**config.mk**
```make
export PLATFORM = sky130hd
export DESIGN_NAME = gamepad_scan_scheduler
export DESIGN_NICKNAME = d
export VERILOG_FILES = /design/src/rtl/gamepad_pkg.sv /design/src/rtl/gamepad_phase_decode.sv /design/src/rtl/gamepad_scan_scheduler.sv
export SDC_FILE = /design/constraint.sdc
export NUM_CORES = 1
export LEC_CHECK = 0
export ABC_AREA = 1
export CORE_ASPECT_RATIO = 0.7
export CORE_MARGIN = 2
export CORE_UTILIZATION = 45
export CTS_CLUSTER_DIAMETER = 200
export DETAILED_ROUTE_END_ITERATION = 10
export PLACE_DENSITY = 0.73
export SETUP_SLACK_MARGIN = 0.5
export SLEW_MARGIN = 20
export SYNTH_ARGS = -nofsm -noshare
export SYNTH_HDL_FRONTEND = slang
export SYNTH_SLANG_ARGS = --single-unit
```
**constraint.sdc**
```tcl
create_clock -name Clock50 -period 2.01 [get_ports Clock50]
set_input_delay 0.3015 -clock Clock50 [delete_from_list [all_inputs] [get_ports Clock50]]
set_output_delay 0.3015 -clock Clock50 [all_outputs]
set_load 0.05 [all_outputs]
```
**src/rtl/gamepad_pkg.sv**
```systemverilog
// gamepad_pkg: constants shared by the dual-pad scan scheduler.
//   - button bit positions in the 12-bit button word
//   - pad pin positions in the 6-bit pin bus
//   - scan FSM state encoding
//   - phase numbers at which pins are sampled or six-button detection happens
// Optional feature macro: GAMEPAD_SIX_BUTTON_DETECT_EN (uses SIX_BTN_MASK).
`timescale 1ns/1ps
package gamepad_pkg;

    localparam int BTN_W      = 12;
    localparam int PIN_W      = 6;
    localparam int PAD_PHASES = 8;

    // Button word: bit11..0 = Mode,Start,Z,Y,X,C,B,A,Right,Left,Down,Up
    localparam int BTN_UP    = 0;
    localparam int BTN_DOWN  = 1;
    localparam int BTN_LEFT  = 2;
    localparam int BTN_RIGHT = 3;
    localparam int BTN_A     = 4;
    localparam int BTN_B     = 5;
    localparam int BTN_C     = 6;
    localparam int BTN_X     = 7;
    localparam int BTN_Y     = 8;
    localparam int BTN_Z     = 9;
    localparam int BTN_START = 10;
    localparam int BTN_MODE  = 11;

    // Pin bus: bit0..5 = pin1,2,3,4,6,9 (all active-low)
    localparam int PIN1 = 0;
    localparam int PIN2 = 1;
    localparam int PIN3 = 2;
    localparam int PIN4 = 3;
    localparam int PIN6 = 4;
    localparam int PIN9 = 5;

    typedef enum logic [2:0] {
        ST_IDLE   = 3'd0,
        ST_SCAN0  = 3'd1,
        ST_GUARD  = 3'd2,
        ST_SCAN1  = 3'd3,
        ST_COMMIT = 3'd4
    } scan_state_t;

    localparam logic [2:0] PH_A_START  = 3'd1;
    localparam logic [2:0] PH_DPAD     = 3'd2;
    localparam logic [2:0] PH_B_C      = 3'd4;
    localparam logic [2:0] PH_DETECT   = 3'd5;
    localparam logic [2:0] PH_XYZ_MODE = 3'd6;

    // Buttons only reported by a six-button pad: Mode,Z,Y,X
    localparam logic [BTN_W-1:0] SIX_BTN_MASK =
        (12'd1 << BTN_MODE) | (12'd1 << BTN_Z) | (12'd1 << BTN_Y) | (12'd1 << BTN_X);

    // Select is low in odd phases, high in even phases
    function automatic logic select_level(input logic [2:0] phase);
        return ~phase[0];
    endfunction

endpackage

```
**src/rtl/gamepad_phase_decode.sv**
```systemverilog
// gamepad_phase_decode: combinational pin-to-button mapper for one scan phase.
// Ports:
//   phase      in  3   current phase index of the active pad poll
//   pins       in  6   active pad pins (active-low)
//   shadow_in  in  12  current shadow word of the active pad
//   shadow_out out 12  shadow word with this phase's buttons replaced
// Phases without a mapping pass the shadow word through unchanged.
`timescale 1ns/1ps
module gamepad_phase_decode
    import gamepad_pkg::*;
(
    input  logic [2:0]       phase,
    input  logic [PIN_W-1:0] pins,
    input  logic [BTN_W-1:0] shadow_in,
    output logic [BTN_W-1:0] shadow_out
);

    always_comb begin
        shadow_out = shadow_in;
        case (phase)
            PH_A_START: begin
                shadow_out[BTN_A]     = ~pins[PIN6];
                shadow_out[BTN_START] = ~pins[PIN9];
            end
            PH_DPAD: begin
                shadow_out[BTN_UP]    = ~pins[PIN1];
                shadow_out[BTN_DOWN]  = ~pins[PIN2];
                shadow_out[BTN_LEFT]  = ~pins[PIN3];
                shadow_out[BTN_RIGHT] = ~pins[PIN4];
            end
            PH_B_C: begin
                shadow_out[BTN_B] = ~pins[PIN6];
                shadow_out[BTN_C] = ~pins[PIN9];
            end
            PH_XYZ_MODE: begin
                shadow_out[BTN_X]    = ~pins[PIN3];
                shadow_out[BTN_Y]    = ~pins[PIN2];
                shadow_out[BTN_Z]    = ~pins[PIN1];
                shadow_out[BTN_MODE] = ~pins[PIN4];
            end
            default: ;
        endcase
    end

endmodule

```
**src/rtl/gamepad_scan_scheduler.sv**
```systemverilog
// gamepad_scan_scheduler: frame-synchronous scan of two Genesis-style pads.
// A v_sync falling edge polls pad 0 (8 phases), waits one guard phase, polls
// pad 1 (8 phases), then publishes both button words in a single commit cycle.
// Ports:
//   Clock50              in   system clock
//   Reset                in   synchronous, active-high
//   v_sync               in   async vsync; falling edge requests a scan
//   Enable               in   gates new requests in IDLE only
//   Pad0_Pins/Pad1_Pins  in   6-bit active-low pad pins
//   Select0/Select1      out  pad Select lines (registered)
//   Buttons0/Buttons1    out  12-bit active-high button words
//   Pressed0/Pressed1    out  rising-edge events, valid with FrameValid
//   FrameValid           out  one-cycle commit strobe
//   Busy                 out  high outside IDLE
//   Overrun              out  one-cycle pulse for a request seen while Busy
//   SixBtn0/SixBtn1      out  six-button pad detected (GAMEPAD_SIX_BUTTON_DETECT_EN only)
// Optional feature macro: GAMEPAD_SIX_BUTTON_DETECT_EN.
`timescale 1ns/1ps
module gamepad_scan_scheduler
    import gamepad_pkg::*;
#(
    parameter int PHASE_CYCLES = 1000,
    parameter int NUM_PHASES   = PAD_PHASES
) (
    input  logic             Clock50,
    input  logic             Reset,
    input  logic             v_sync,
    input  logic             Enable,
    input  logic [PIN_W-1:0] Pad0_Pins,
    input  logic [PIN_W-1:0] Pad1_Pins,
    output logic             Select0,
    output logic             Select1,
    output logic [BTN_W-1:0] Buttons0,
    output logic [BTN_W-1:0] Buttons1,
    output logic [BTN_W-1:0] Pressed0,
    output logic [BTN_W-1:0] Pressed1,
    output logic             FrameValid,
    output logic             Busy,
    output logic             Overrun
`ifdef GAMEPAD_SIX_BUTTON_DETECT_EN
    ,
    output logic             SixBtn0,
    output logic             SixBtn1
`endif
);

    localparam int              CW       = (PHASE_CYCLES > 1) ? $clog2(PHASE_CYCLES) : 1;
    localparam logic [CW-1:0]   CNT_LAST = CW'(PHASE_CYCLES - 1);
    localparam logic [2:0]      PH_LAST  = 3'(NUM_PHASES - 1);

    // ---------------- v_sync synchroniser and falling-edge detect
    logic vs_meta, vs_sync, vs_prev;
    logic req;

    always_ff @(posedge Clock50) begin
        if (Reset) begin
            vs_meta <= 1'b0;
            vs_sync <= 1'b0;
            vs_prev <= 1'b0;
        end else begin
            vs_meta <= v_sync;
            vs_sync <= vs_meta;
            vs_prev <= vs_sync;
        end
    end

    // Reset clears the chain to 0, so a high v_sync refilling it never looks like a fall
    assign req = vs_prev & ~vs_sync;

    // ---------------- scan FSM
    scan_state_t   state, state_nx;
    logic [CW-1:0] cnt, cnt_nx;
    logic [2:0]    ph, ph_nx;
    logic          phase_end;

    assign phase_end = (cnt == CNT_LAST);
    assign Busy      = (state != ST_IDLE);

    always_ff @(posedge Clock50) begin
        if (Reset) begin
            state <= ST_IDLE;
            cnt   <= '0;
            ph    <= '0;
        end else begin
            state <= state_nx;
            cnt   <= cnt_nx;
            ph    <= ph_nx;
        end
    end

    always_comb begin
        state_nx = state;
        cnt_nx   = cnt;
        ph_nx    = ph;
        case (state)
            ST_IDLE: begin
                if (req && Enable) begin
                    state_nx = ST_SCAN0;
                    cnt_nx   = '0;
                    ph_nx    = '0;
                end
            end
            ST_SCAN0, ST_SCAN1: begin
                if (phase_end) begin
                    cnt_nx = '0;
                    ph_nx  = ph + 3'd1;
                    if (ph == PH_LAST) begin
                        state_nx = (state == ST_SCAN0) ? ST_GUARD : ST_COMMIT;
                        ph_nx    = '0;
                    end
                end else begin
                    cnt_nx = cnt + CW'(1);
                end
            end
            ST_GUARD: begin
                if (phase_end) begin
                    state_nx = ST_SCAN1;
                    cnt_nx   = '0;
                    ph_nx    = '0;
                end else begin
                    cnt_nx = cnt + CW'(1);
                end
            end
            ST_COMMIT: begin
                state_nx = ST_IDLE;
                cnt_nx   = '0;
                ph_nx    = '0;
            end
            default: begin
                state_nx = ST_IDLE;
                cnt_nx   = '0;
                ph_nx    = '0;
            end
        endcase
    end

    // ---------------- Select lines
    // Registered from next-state values so each Select level lines up
    // exactly with the phase it belongs to.
    always_ff @(posedge Clock50) begin
        if (Reset) begin
            Select0 <= 1'b1;
            Select1 <= 1'b1;
        end else begin
            Select0 <= (state_nx == ST_SCAN0) ? select_level(ph_nx) : 1'b1;
            Select1 <= (state_nx == ST_SCAN1) ? select_level(ph_nx) : 1'b1;
        end
    end

    // ---------------- shared decode, muxed to the active pad
    logic [1:0][BTN_W-1:0] shadow;
    logic [BTN_W-1:0]      dec_out;
    logic [PIN_W-1:0]      pins_act;
    logic                  pad_sel;
    logic                  sample_en;

    assign pad_sel   = (state == ST_SCAN1);
    assign pins_act  = pad_sel ? Pad1_Pins : Pad0_Pins;
    assign sample_en = ((state == ST_SCAN0) || (state == ST_SCAN1)) && phase_end;

    gamepad_phase_decode u_decode (
        .phase      (ph),
        .pins       (pins_act),
        .shadow_in  (shadow[pad_sel]),
        .shadow_out (dec_out)
    );

    always_ff @(posedge Clock50) begin
        if (Reset) begin
            shadow <= '0;
        end else if (sample_en) begin
            shadow[pad_sel] <= dec_out;
        end
    end

    // ---------------- commit word (optionally masked by six-button detect)
    logic [1:0][BTN_W-1:0] commit_word;

`ifdef GAMEPAD_SIX_BUTTON_DETECT_EN
    logic [1:0] det;
    logic [1:0] six_q;

    // A six-button pad pulls pins 1..4 low together in phase 5
    always_ff @(posedge Clock50) begin
        if (Reset) begin
            det <= '0;
        end else if (sample_en && (ph == PH_DETECT)) begin
            det[pad_sel] <= (pins_act[PIN4:PIN1] == 4'b0000);
        end
    end

    always_comb begin
        commit_word = shadow;
        for (int p = 0; p < 2; p++) begin
            if (!det[p]) commit_word[p] = shadow[p] & ~SIX_BTN_MASK;
        end
    end

    always_ff @(posedge Clock50) begin
        if (Reset) begin
            six_q <= '0;
        end else if (state == ST_COMMIT) begin
            six_q <= det;
        end
    end

    assign SixBtn0 = six_q[0];
    assign SixBtn1 = six_q[1];
`else
    assign commit_word = shadow;
`endif

    // ---------------- publish
    logic [1:0][BTN_W-1:0] buttons_q, pressed_q;

    always_ff @(posedge Clock50) begin
        if (Reset) begin
            buttons_q  <= '0;
            pressed_q  <= '0;
            FrameValid <= 1'b0;
            Overrun    <= 1'b0;
        end else begin
            pressed_q  <= '0;
            FrameValid <= 1'b0;
            Overrun    <= req && Busy;
            if (state == ST_COMMIT) begin
                buttons_q[0] <= commit_word[0];
                buttons_q[1] <= commit_word[1];
                pressed_q[0] <= commit_word[0] & ~buttons_q[0];
                pressed_q[1] <= commit_word[1] & ~buttons_q[1];
                FrameValid   <= 1'b1;
            end
        end
    end

    assign Buttons0 = buttons_q[0];
    assign Buttons1 = buttons_q[1];
    assign Pressed0 = pressed_q[0];
    assign Pressed1 = pressed_q[1];

endmodule
```
# Word level (Yosys, flattened, before mapping)
# Cells that the tools add are included.
[totals] regBits=95 inputBits=16 out_inout_bits=53 wordCells=92
[classes] add_sub_neg=2 magnitude_cmp=2 n_eq_ne=15 mux=27 bitwise=16 n_reduce_logical=13
[op_table] cell="$mux W12" count=3
[op_table] cell="$mux W3" count=10
[op_table] cell="$and A12 B12 Y12" count=2
[op_table] cell="$bwmux W24" count=1
[op_table] cell="$not A12 Y12" count=2
[op_table] cell="$mux W10" count=2
[op_table] cell="$pmux W10 S2" count=1
[op_table] cell="$pmux W3 S3" count=2
[op_table] cell="$demux W12 S1" count=1
[op_table] cell="$eq A3 B2 Y1 const B" count=4
[op_table] cell="$eq A3 B3 Y1 const B" count=4
[op_table] cell="$not A1 Y1" count=11
[op_table] cell="$add A10 B1 Y10 const B" count=1
[op_table] cell="$eq A10 B10 Y1 const B" count=1
[op_table] cell="$eq A3 B1 Y1 const B" count=3
[op_table] cell="$reduce_or A2 Y1" count=4
[op_table] cell="$mux W6" count=1
[op_table] cell="$ne A2 B2 Y1 const B" count=3
[op_table] cell="$logic_and A1 B1 Y1" count=4
[op_table] cell="$mux W1" count=4
[op_table] cell="$mux W4" count=1
[op_table] cell="$add A3 B1 Y3 const B" count=1
[op_table] cell="$logic_not A3 Y1" count=1
[op_table] cell="$reduce_and A3 Y1" count=1
[op_table] cell="other kinds (7)" count=7

# Longest topological paths before layout
[logic_depth] word_depth=8 ltp_mapped=11 depth_no_buf=11

# Hierarchy
# Synthesis repeated with hierarchy kept, for this count alone.
[unflattened] hier_cells=532 area_unflattened_um2=3971.3
[modules_own_cells] mod="gamepad_scan_scheduler" instances=1 cells_per_inst=478 area_per_inst_um2=3717.3 seq_area_each_um2=1901.8
[modules_own_cells] mod="gamepad_phase_decode" instances=1 cells_per_inst=54 area_per_inst_um2=254.0 seq_area_each_um2=0.0

# Worst setup path after synthesis
# Ideal clock, no wire load.
[synth_timing] kind="reg-to-reg" startpoint="reg state[1]" endpoint="reg cnt[7]" setup_time_ps=116 arrival_time_ps=1550 required_time_ps=1894 slack_ps=345 stages_incl_launch_ff=10 path_buffers=0 synth_period_minus_slack_ps=1665 path_cell_list="dfxtp_1 nor2_1 nand2_1 inv_1 nand2_4 nand2_1 nor2_2 nand2_1 nand3_1 a21oi_1"
[synth_between] elab_chain_len=3 elab_cells_between_ends=7 classes_between="eq/ne: 4; mux: 1; reduce/logical: 2"
[synth_lines] item="start: declaration" line_no="gamepad_scan_scheduler.sv:71" source="scan_state_t state, state_nx;"
[synth_lines] item="start signal: assignment" line_no="gamepad_scan_scheduler.sv:85" source="state <= state_nx;"
[synth_lines] item="$eq A3 B2 Y1 or $eq A3 B1 Y1 (tied branches)" line_no="gamepad_scan_scheduler.sv:95" source="case (state)"
[synth_lines] item="$reduce_or A3 Y1 (no source line)"
[synth_lines] item="$pmux W10 S2" line_no="gamepad_scan_scheduler.sv:95"
[synth_lines] item="end signal: assignment" line_no="gamepad_scan_scheduler.sv:86" source="cnt <= cnt_nx;"
[synth_lines] item="end: declaration" line_no="gamepad_scan_scheduler.sv:72" source="logic [CW-1:0] cnt, cnt_nx;"
# Parallel ways exist; a longest one is shown, timed or not.
# A chain may end at the register's enable or synchronous reset.

# Worst setup path after layout
[layout_timing] startpoint="reg state[1]" endpoint="out Busy"
[layout_between] elab_chain_len=1
[layout_lines] item="$reduce_bool A3 Y1" line_no="gamepad_scan_scheduler.sv:77" source="assign Busy = (state != ST_IDLE);"
[layout_lines] item="end: declaration" line_no="gamepad_scan_scheduler.sv:38" source="output logic Busy,"
# Every way passes these cells.

==> run_results.csv <==
group,metric,value,unit
outcome,status,"completed",
timing,slew_headroom,67.0,%
timing,skew,9.40,ps
finish,fill_cells,736,
detailed_routing,dr_total_vias,3579,
setup_path,critical-path-max-stage-delay,390,ps
synthesis,synth_cell_types,28,
floorplanning,initial_core_util,46.2,%
synthesis,ys_top_cells_by_count,"dfxtp_1, nor2_1, nand2_1, o21ai_0, inv_1",
finish,finish.utilization,61.5,%
synthesis,synthTopCellsByArea,"dfxtp_1, o21ai_0, nor2_1, nand2_1, nand3_1",
synthesis,yosysSeqAreaShare,48.8,%
synthesis,synth_top_cell_by_area,"dfxtp_1",
finish,final_nets,591,
cts,cts.root.buffer_cell,"clkbuf_16",
timing,setup_slack,488,ps
timing,drv_slew,0,
detailed_routing,top_layer_used,"met4",
synthesis,netlist.area_leader.share,48.8,%
synthesis,synth_edf_count,0,
floorplanning,core,8440,um^2
setup_path,worstSetupEndpointType,"primary output",
synthesis,yosysWarnings,0,
detailed_routing,drtIter0Drc,248,
timing,timing.final.crit_share,75.7,%
synthesis,synth_nets,514,
cts,clk_latency,340,ps
setup_path,cp.arrival,1220,ps
floorplanning,die_w,115,um
finish,drive_gt1_share,21.6,%
finish,antenna_cells,0,
placed_design,gp_congestion,0.909,
setup_path,required,1710,ps
setup_path,cp_num_buf_inv,1,
global_routing,grt_pass1_wl,15700,um
global_routing,grt_pass1_vias,3221,
finish,syn_to_final_growth,33.2,%
power_and_ir_drop,powerDensity,706,nW/um^2
setup_path,cpMaxStageDelayCell,"dfxtp_4",
timing,max_freq,0.657,GHz
timing,period_minus_slack,1520,ps
timing,setup_tns,0,ps
global_routing,antenna_found_initial,0,
detailed_routing,firstDrtPassIters,5,
placed_design,dp_hpwl,6690,um
synthesis,syn_area,3900,um^2
cts,cts_made_buffers,9,
hold_path,hp-class,"flip-flop to flip-flop",
power_and_ir_drop,leakagePower,2.04,nW
job,max_cap_viol_count,0,
timing,setup_viol,0,
detailed_routing,ant_nets,0,
global_routing,grt_usage,21.2,%
placed_design,dpl_worst_slack,306,ps
setup_path,cp-start-kind,"flip-flop",
floorplanning,rows,28,
timing,rsz0062_at_grt,"true",
cts,htreeDepth,3,
cts,cts_buffer_depth,2,
cts,clock_sinks,95,
floorplanning,die_h,81.9,um
finish,ff_latch_area,1920,um^2
detailed_routing,via_per_inst,5.16,
synthesis,synth_seq_cells,95,
setup_path,path_class,"flip-flop to primary output",
detailed_routing,wl_met2,4510,um
finish,multi_input_area,1790,um^2
global_routing,grt_max_degree,49,
synthesis,syn_inst,491,
floorplanning,die_area,9430,um^2
synthesis,synthFlopType,"dfxtp_1",
detailed_routing,drc,0,
cts,cts_tree,"done",
detailed_routing,dr_wl_met3,588,um
floorplanning,io-pin-count,69,
timing,hold_viol,0,
detailed_routing,wl_met1,4630,um
cts,postCtsHoldBufs,0,
setup_path,cp_top_family,"flip-flops",
synthesis,avgSynthCellArea,7.94,um^2
timing,tightest_slew,497,ps
placed_design,io_buffers,68,
synthesis,synth.most_common_cell,"dfxtp_1",
detailed_routing,drt-total-wl,9820,um
detailed_routing,wl_per_cell,14.2,um
global_routing,grt_overflow,0,
setup_path,path_cells,"nor2_2, nand2_2, buf_4",
power_and_ir_drop,vdd_ir_drop_max,0.524,mV
cts,clkTransAtPathRegs,70,ps
synthesis,synthArstFlopShare,0,%
setup_path,crit_fanout,6,
layout by cell type (no fill, tap or decap), types with 7 or more instances in the layout:
cell type	synthesis	routed
a21oi_1	10	10
buf_4	0	13
clkbuf_16	0	9
clkdlybuf4s15_1	0	7
clkdlybuf4s15_2	0	23
clkdlybuf4s50_1	0	15
dfxtp_1	95	88
dlygate4sd2_1	0	21
inv_1	50	48
nand2_1	64	58
nand2_2	3	7
nand3_1	39	37
nor2_1	73	70
nor2_4	5	8
nor3_1	17	16
nor3_2	15	16
o21ai_0	57	46
o21ai_1	5	14
final timing paths:
path	cells after the start	slack, ps	from	to
setup / recovery	3	490	state[1]	Busy
hold / removal	2	410	vs_meta	vs_sync
hold reg to reg	2	410	vs_meta	vs_sync
setup reg to reg	9	510	cnt[0]	commit_word[6]
worst register-to-register path: stages (launching register included):
cell and delay [ps]:
dfxtp_2 360, ha_4 150, nand2_4 70, nor2_4 130
nand3_4 140, nor2_4 180, nand2_4 110, inv_4 110
o21ai_0 80, nor2_1 100
metal layers:
metal  up-vias  track usage [%]
li1       1754                -
met4         0             5.90
met2       149             33.8
met5         -                0
met3         9             4.58
met1      1667             29.1
sequential cells by signal, indices dropped and copies added, names as in the netlist:
signal       count
commit_word     24
Buttons0        12
Buttons1        12
Pressed0        12
Pressed1        12
cnt             10
ph               3
state            3
FrameValid       1
Overrun          1
Select0          1
Select1          1
vs_meta          1
vs_prev          1
vs_sync          1
layout make-up:
| cell class | instances | share of cell area [%] |
|---|---|---|
| clock buffer | 9 | 4.34 |
| clock inverter | 7 | 1.42 |
| inverter | 56 | 4.19 |
| multi-input combinational | 322 | 34.4 |
| sequential | 95 | 36.9 |
| tap | 120 | 2.89 |
| timing repair buffer | 83 | 15.7 |
| timing repair inverter | 1 | 0.120 |
repair_timing:
action                                 CTS  global route
pin swaps                                8            15
endpoints found under the hold margin    0             0
setup buffers                            8             1
gates cloned                             2             0
resized for setup                      119            42
setup endpoints to repair               92            44
cell families (layout without fill, tap and decap cells):
logic type | count (synthesis) | in the layout | synth area share [%]
flip-flops | 95 | 95 | 48.8
adder cells (fa/ha/maj) | 7 | 7 | 2.25
AO/OA/AOI/OAI | 86 | 86 | 11.7
AND/OR/NAND/NOR | 228 | 229 | 28.8
buffers and inverters | 75 | 156 | 8.51
where the power goes:
group | internal (mW) | switching, mW | total [mW]
registers | 1.88 | 0.00356 | 1.89
clock network | 0.878 | 0.800 | 1.68
logic | 0.0464 | 0.0532 | 0.0996
through the flow:
stage	total power, mW	std cells	hold slack (ps)	cell area, um^2
after floorplan	1.97	491	374	3900
after global placement	2.02	666	391	4680
after detailed placement	2.02	666	400	4680
after CTS	3.68	692	412	5100
after global routing	3.76	693	452	5190
final	3.66	693	411	5190
Note: power is estimated with default switching activity, not from simulation.
